==> src/rtl/element_ranker_pkg.sv <==
// rtl/element_ranker_pkg.sv - shared constants, state type and pair tables for element_ranker
package element_ranker_pkg;

    localparam int NUM_ELEMS = 4;
    localparam int RANK_W    = 2;
    localparam int NUM_PAIRS = 6;

    typedef enum logic [1:0] {
        LOAD    = 2'd0,
        COMPARE = 2'd1,
        DONE    = 2'd2
    } state_t;

    // Packed so that index p selects pair p: (0,1),(0,2),(0,3),(1,2),(1,3),(2,3)
    localparam logic [NUM_PAIRS-1:0][RANK_W-1:0] PAIR_I = {2'd2, 2'd1, 2'd1, 2'd0, 2'd0, 2'd0};
    localparam logic [NUM_PAIRS-1:0][RANK_W-1:0] PAIR_J = {2'd3, 2'd3, 2'd2, 2'd3, 2'd2, 2'd1};

endpackage

==> src/rtl/element_ranker_if.sv <==
// rtl/element_ranker_if.sv - operand load, rank result and status signals of element_ranker
interface element_ranker_if #(
    parameter int MAX_NUM_SIZE = 32
);
    logic [MAX_NUM_SIZE-1:0] data_in;
    logic                    valid_in;
    logic                    ready_out;
    logic [7:0]              ranks_out;
    logic                    valid_out;
    logic                    ready_in;
    logic                    busy_out;

    modport master (
        output data_in, valid_in, ready_in,
        input  ready_out, ranks_out, valid_out, busy_out
    );

    modport slave (
        input  data_in, valid_in, ready_in,
        output ready_out, ranks_out, valid_out, busy_out
    );
endinterface

==> src/rtl/element_ranker.sv <==
// rtl/element_ranker.sv - serial 4-operand loader that ranks every slot with one compare per cycle
module element_ranker
    import element_ranker_pkg::*;
#(
    parameter int MAX_NUM_SIZE = 32
) (
    input  logic              clk_in,
    input  logic              rst_in,
    element_ranker_if.slave   bus
);

    state_t state, next_state;

    logic [RANK_W-1:0]       cnt;
    logic [2:0]              p;
    logic [MAX_NUM_SIZE-1:0] slot [NUM_ELEMS];
    logic [RANK_W-1:0]       rank [NUM_ELEMS];

    logic              accept;
    logic [RANK_W-1:0] pi, pj;
    logic              j_lt_i;

    always_ff @(posedge clk_in or posedge rst_in) begin
        if (rst_in) state <= LOAD;
        else        state <= next_state;
    end

    always_comb begin
        next_state    = state;
        bus.ready_out = 1'b0;
        bus.valid_out = 1'b0;
        bus.busy_out  = 1'b1;
        case (state)
            LOAD: begin
                bus.ready_out = 1'b1;
                bus.busy_out  = 1'b0;
                if (bus.valid_in && (cnt == RANK_W'(NUM_ELEMS - 1))) next_state = COMPARE;
            end
            COMPARE: begin
                if (p == 3'(NUM_PAIRS - 1)) next_state = DONE;
            end
            DONE: begin
                bus.valid_out = 1'b1;
                if (bus.ready_in) next_state = LOAD;
            end
            default: next_state = LOAD;
        endcase
    end

    assign accept = bus.valid_in && bus.ready_out;
    assign pi     = PAIR_I[p];
    assign pj     = PAIR_J[p];
    // Strict less-than: on a tie the lower slot index takes the lower rank
    assign j_lt_i = slot[pj] < slot[pi];

    // Operand storage carries no reset; its contents only matter once all slots are loaded
    always_ff @(posedge clk_in) begin
        if (accept) slot[cnt] <= bus.data_in;
    end

    always_ff @(posedge clk_in or posedge rst_in) begin
        if (rst_in) begin
            cnt <= '0;
            p   <= '0;
            for (int i = 0; i < NUM_ELEMS; i++) rank[i] <= '0;
        end else begin
            case (state)
                LOAD: begin
                    if (accept) begin
                        cnt <= cnt + 2'd1;
                        if (cnt == RANK_W'(NUM_ELEMS - 1)) begin
                            p <= '0;
                            for (int i = 0; i < NUM_ELEMS; i++) rank[i] <= '0;
                        end
                    end
                end
                COMPARE: begin
                    if (j_lt_i) rank[pi] <= rank[pi] + 2'd1;
                    else        rank[pj] <= rank[pj] + 2'd1;
                    p <= (p == 3'(NUM_PAIRS - 1)) ? 3'd0 : p + 3'd1;
                end
                default: ;
            endcase
        end
    end

    always_comb begin
        bus.ranks_out = '0;
        for (int i = 0; i < NUM_ELEMS; i++) bus.ranks_out[RANK_W*i +: RANK_W] = rank[i];
    end

endmodule
==> src/flat_wrapper.sv <==
// flat-port wrapper written by rule: the top's interface ports become plain ports
module element_ranker_flat import element_ranker_pkg::*;
#(
    parameter int MAX_NUM_SIZE = 32
)
  (clk_in, rst_in, bus_data_in, bus_valid_in, bus_ready_in, bus_ready_out, bus_ranks_out, bus_valid_out, bus_busy_out);
  element_ranker_if #(.MAX_NUM_SIZE(MAX_NUM_SIZE)) bus_i ();
  input  logic clk_in;
  input  logic rst_in;
  input wire logic [$bits(bus_i.data_in)-1:0] bus_data_in;
  input wire logic [$bits(bus_i.valid_in)-1:0] bus_valid_in;
  input wire logic [$bits(bus_i.ready_in)-1:0] bus_ready_in;
  output wire logic [$bits(bus_i.ready_out)-1:0] bus_ready_out;
  output wire logic [$bits(bus_i.ranks_out)-1:0] bus_ranks_out;
  output wire logic [$bits(bus_i.valid_out)-1:0] bus_valid_out;
  output wire logic [$bits(bus_i.busy_out)-1:0] bus_busy_out;
  assign bus_i.data_in = bus_data_in;
  assign bus_i.valid_in = bus_valid_in;
  assign bus_i.ready_in = bus_ready_in;
  assign bus_ready_out = bus_i.ready_out;
  assign bus_ranks_out = bus_i.ranks_out;
  assign bus_valid_out = bus_i.valid_out;
  assign bus_busy_out = bus_i.busy_out;
  element_ranker #(.MAX_NUM_SIZE(MAX_NUM_SIZE)) u_core (.clk_in(clk_in), .rst_in(rst_in), .bus(bus_i));
endmodule
==> config.mk <==
export PLATFORM = sky130hd
export DESIGN_NAME = element_ranker_flat
export DESIGN_NICKNAME = d
export VERILOG_FILES = /design/src/rtl/element_ranker_pkg.sv /design/src/rtl/element_ranker_if.sv /design/src/rtl/element_ranker.sv /design/src/flat_wrapper.sv
export SDC_FILE = /design/constraint.sdc
export NUM_CORES = 1
export LEC_CHECK = 0
export ABC_AREA = 1
export CORE_ASPECT_RATIO = 0.5
export CORE_UTILIZATION = 59
export CTS_CLUSTER_DIAMETER = 30
export CTS_CLUSTER_SIZE = 8
export DETAILED_ROUTE_END_ITERATION = 10
export HOLD_SLACK_MARGIN = 0.08
export PLACE_DENSITY = 0.92
export SLEW_MARGIN = 20
export SYNTH_ARGS = -nofsm -noshare
export SYNTH_HDL_FRONTEND = slang
export SYNTH_SLANG_ARGS = --single-unit
==> constraint.sdc <==
create_clock -name clk_in -period 3.8 [get_ports clk_in]
set_input_delay 0.76 -clock clk_in [delete_from_list [all_inputs] [get_ports clk_in]]
set_output_delay 0.76 -clock clk_in [all_outputs]
set_load 0.02 [all_outputs]
==> reports/metrics.cfg <==
[run_status]
status = finished, final reports clean

[place]
gp_congestion = 0.957
place_hpwl_mm = 9.50
place_inst = 738
port_buffers = 46

[grt]
antenna_found_initial = 0
grt_max_degree = 34
grt_usage_pct = 34.4
grt_pass1_wl_mm = 28.5
grt_pass1_vias = 5356
grt_overflow = 0

[synthesis]
yosys.area_share.simple_pct = 10.8
synth_area_um2 = 6540
async_flop_share_pct = 10.5
synth_compound_area_share_pct = 13.0
synth-xor-area-share_pct = 0.402
synthCells = 556
yosysWarnings = 0
synth_edf_count = 128
synthAdderAreaFrac_pct = 6.70
synth-seq-cells = 143
synth_mux_area_share_pct = 0
synth_ff_type = edfxtp_1
yosysUniqueCellTypes = 37
synth.net_count = 627
syn_avg_cell_area_um2 = 11.8
synth_top_family_by_area = compound AO/OA/AOI/OAI gates
yosysSeqAreaShare_pct = 64.5

[cells_and_area]
syn_to_final_growth_pct = 20.6
antenna_cells = 0
drive_gt1_share_pct = 10.9
final_cell_mix = edfxtp_1, nand2_1, inv_1
final_common_cell = edfxtp_1
fill_cells = 529
final_cells = 771
seq_area_um2 = 4220
multiInputGateArea_um2 = 2060
fin_nets = 689

[worst_setup_path]
crit_path_start_kind = register
cp.required_ns = 4.11
r2r_slack_ns = 0.15
crit_path_end_kind = register
critical_path.max_fanout = 11
timing_worst_setup_path_type = register to register
arrival_ns = 3.96

[sta]
fmax_ghz = 0.274
hold_viol_final = 0
finalSetupTns_ns = 0
setup_viol = 0
period_needed_ns = 3.65
finClkSkew_ns = 0.00868
worst_pin_slew_ns = 0.857
fin_crit_sh_pct = 96.1
slew_violations = 0
slew_headroom_pct = 42.9

[drt]
wl_met3_mm = 2.61
dr_wl_met2_mm = 8.66
dr_total_vias = 5378
dr.pass1.iters = 9
viasPerCell = 6.98
ant_nets = 0
route.detailed.drc = 0
wirelength_mm = 19.1
top_layer_used = met4
first_iter_violations = 848
wire_per_inst_um = 24.8
wl_met1_mm = 6.56

[clocking]
cts_tree = built
clk_latency_ns = 0.43
h-tree-depth = 4
clock_sinks = 143
ctsHoldBuffers = 0
postCtsSetupBuffers = 0
clock-root-buffer = clkbuf_16
cts_resized = 0
clockBufferDepth = 2
numCtsBuffers = 17
path_clk_slew_ns = 0.06

[pwr]
p_leak_uw = 0.00302
ir_drop_uv = 405
powerDensity_nw_per_um2 = 974

[worst_hold_path]
hp-class = register to register

[floorplanning]
boundaryPins = 47
die_h_um = 76.4
row_count = 26
die-area_um2 = 11500
core_area_um2 = 10500
start_util_pct = 62.4
dieWidth_um = 151

[job]
maxCapViolCount = 0

-- stage by stage --
stage / total power (µW) / utilization [%] / setup slack [ns] / cell area [µm²] / hold slack, ns
2_1_floorplan: 4330 / - / 0.824 / 6540 / 0.474
3_3_place_gp: 5200 / 69.0 / 0.736 / 7230 / 0.495
3_5_place_dp: 5360 / 69.0 / 0.586 / 7230 / 0.501
4_1_cts: 7380 / 74.9 / 0.158 / 7840 / 0.511
5_1_grt: 7990 / 75.3 / -0.0662 / 7880 / 0.521
6_report: 7680 / 75.3 / 0.147 / 7880 / 0.506
-- sequential cells by signal, summed over array words and instances (netlist names) --
name                  count
u_core.slot             128
u_core.state              2
u_core.cnt                2
u_core.p                  3
u_core.bus.ranks_out      8
-- worst max-delay path, cell delays in order, from the launching register on --
cell	delay, ns
dfrtp_1	0.41
inv_2	0.09
nor2_4	0.20
clkinvlp_2	0.57
o211ai_1	0.40
ha_1	0.33
nand4_1	0.23
inv_1	0.08
nand2_1	0.08
a31oi_1	0.07
a211oi_1	0.33
buf_4	0.22
nand2_4	0.09
nand3_1	0.13
nand3_2	0.11
nand2_1	0.13
nand2_1	0.07
-- layer usage --
layer  up-vias  GRT usage (%)
met5         -              0
met4         0           22.6
met2       564           53.1
met1      2491           40.7
met3       155           12.6
li1       2168              -
-- logic make-up (layout without fill, tap and decap cells) --
group           after synthesis  after routing
buf+inv                      78            153
flops                       143            143
simple gates                167            167
fa+ha+maj                    35             35
xor+xnor                      3              3
compound gates              130            130
-- area by class of cell --
| cell class | count | share of cell area, % |
|---|---|---|
| multi-input combinational | 335 | 26.1 |
| clock buffer | 19 | 5.49 |
| sequential | 143 | 53.5 |
| tap | 140 | 2.22 |
| inverter | 59 | 2.90 |
| timing repair inverter | 1 | 0.0635 |
| clock inverter | 13 | 2.33 |
| timing repair buffer | 61 | 7.32 |
-- synthesized netlist by cell type (all sizes together) (16+ instances only) --
library cell | count | area [µm²]
edfxtp | 128 | 3840
a221oi | 21 | 190
a21oi | 34 | 170
nand3 | 16 | 85.1
o21ai | 23 | 115
o211ai | 26 | 195
nor2 | 41 | 164
inv | 56 | 213
o22ai | 17 | 106
nand2 | 101 | 399
ha | 35 | 438
-- power breakdown --
part / switching, µW / total [µW] / internal, µW
Clock: 670 / 1770 / 1100
Combinational: 2490 / 3720 / 1220
Sequential: 164 / 2190 / 2020
-- final timing paths --
kind,endpoint,cells past startpoint,startpoint
setup / recovery,u_core.bus.ranks_out[5]$_DFFE_PP0P_,16,u_core.p[0]$_DFFE_PP0P_
hold reg to reg,u_core.state[1]$_DFFE_PP0P_,1,u_core.state[0]$_DFFE_PP0P_
setup reg to reg,u_core.bus.ranks_out[5]$_DFFE_PP0P_,16,u_core.p[0]$_DFFE_PP0P_
hold / removal,u_core.state[1]$_DFFE_PP0P_,1,u_core.state[0]$_DFFE_PP0P_
max in group asynchronous,u_core.p[2]$_DFFE_PP0P_,2,rst_in
min in group asynchronous,u_core.bus.ranks_out[3]$_DFFE_PP0P_,2,rst_in
(Power assumes the default switching activity.)
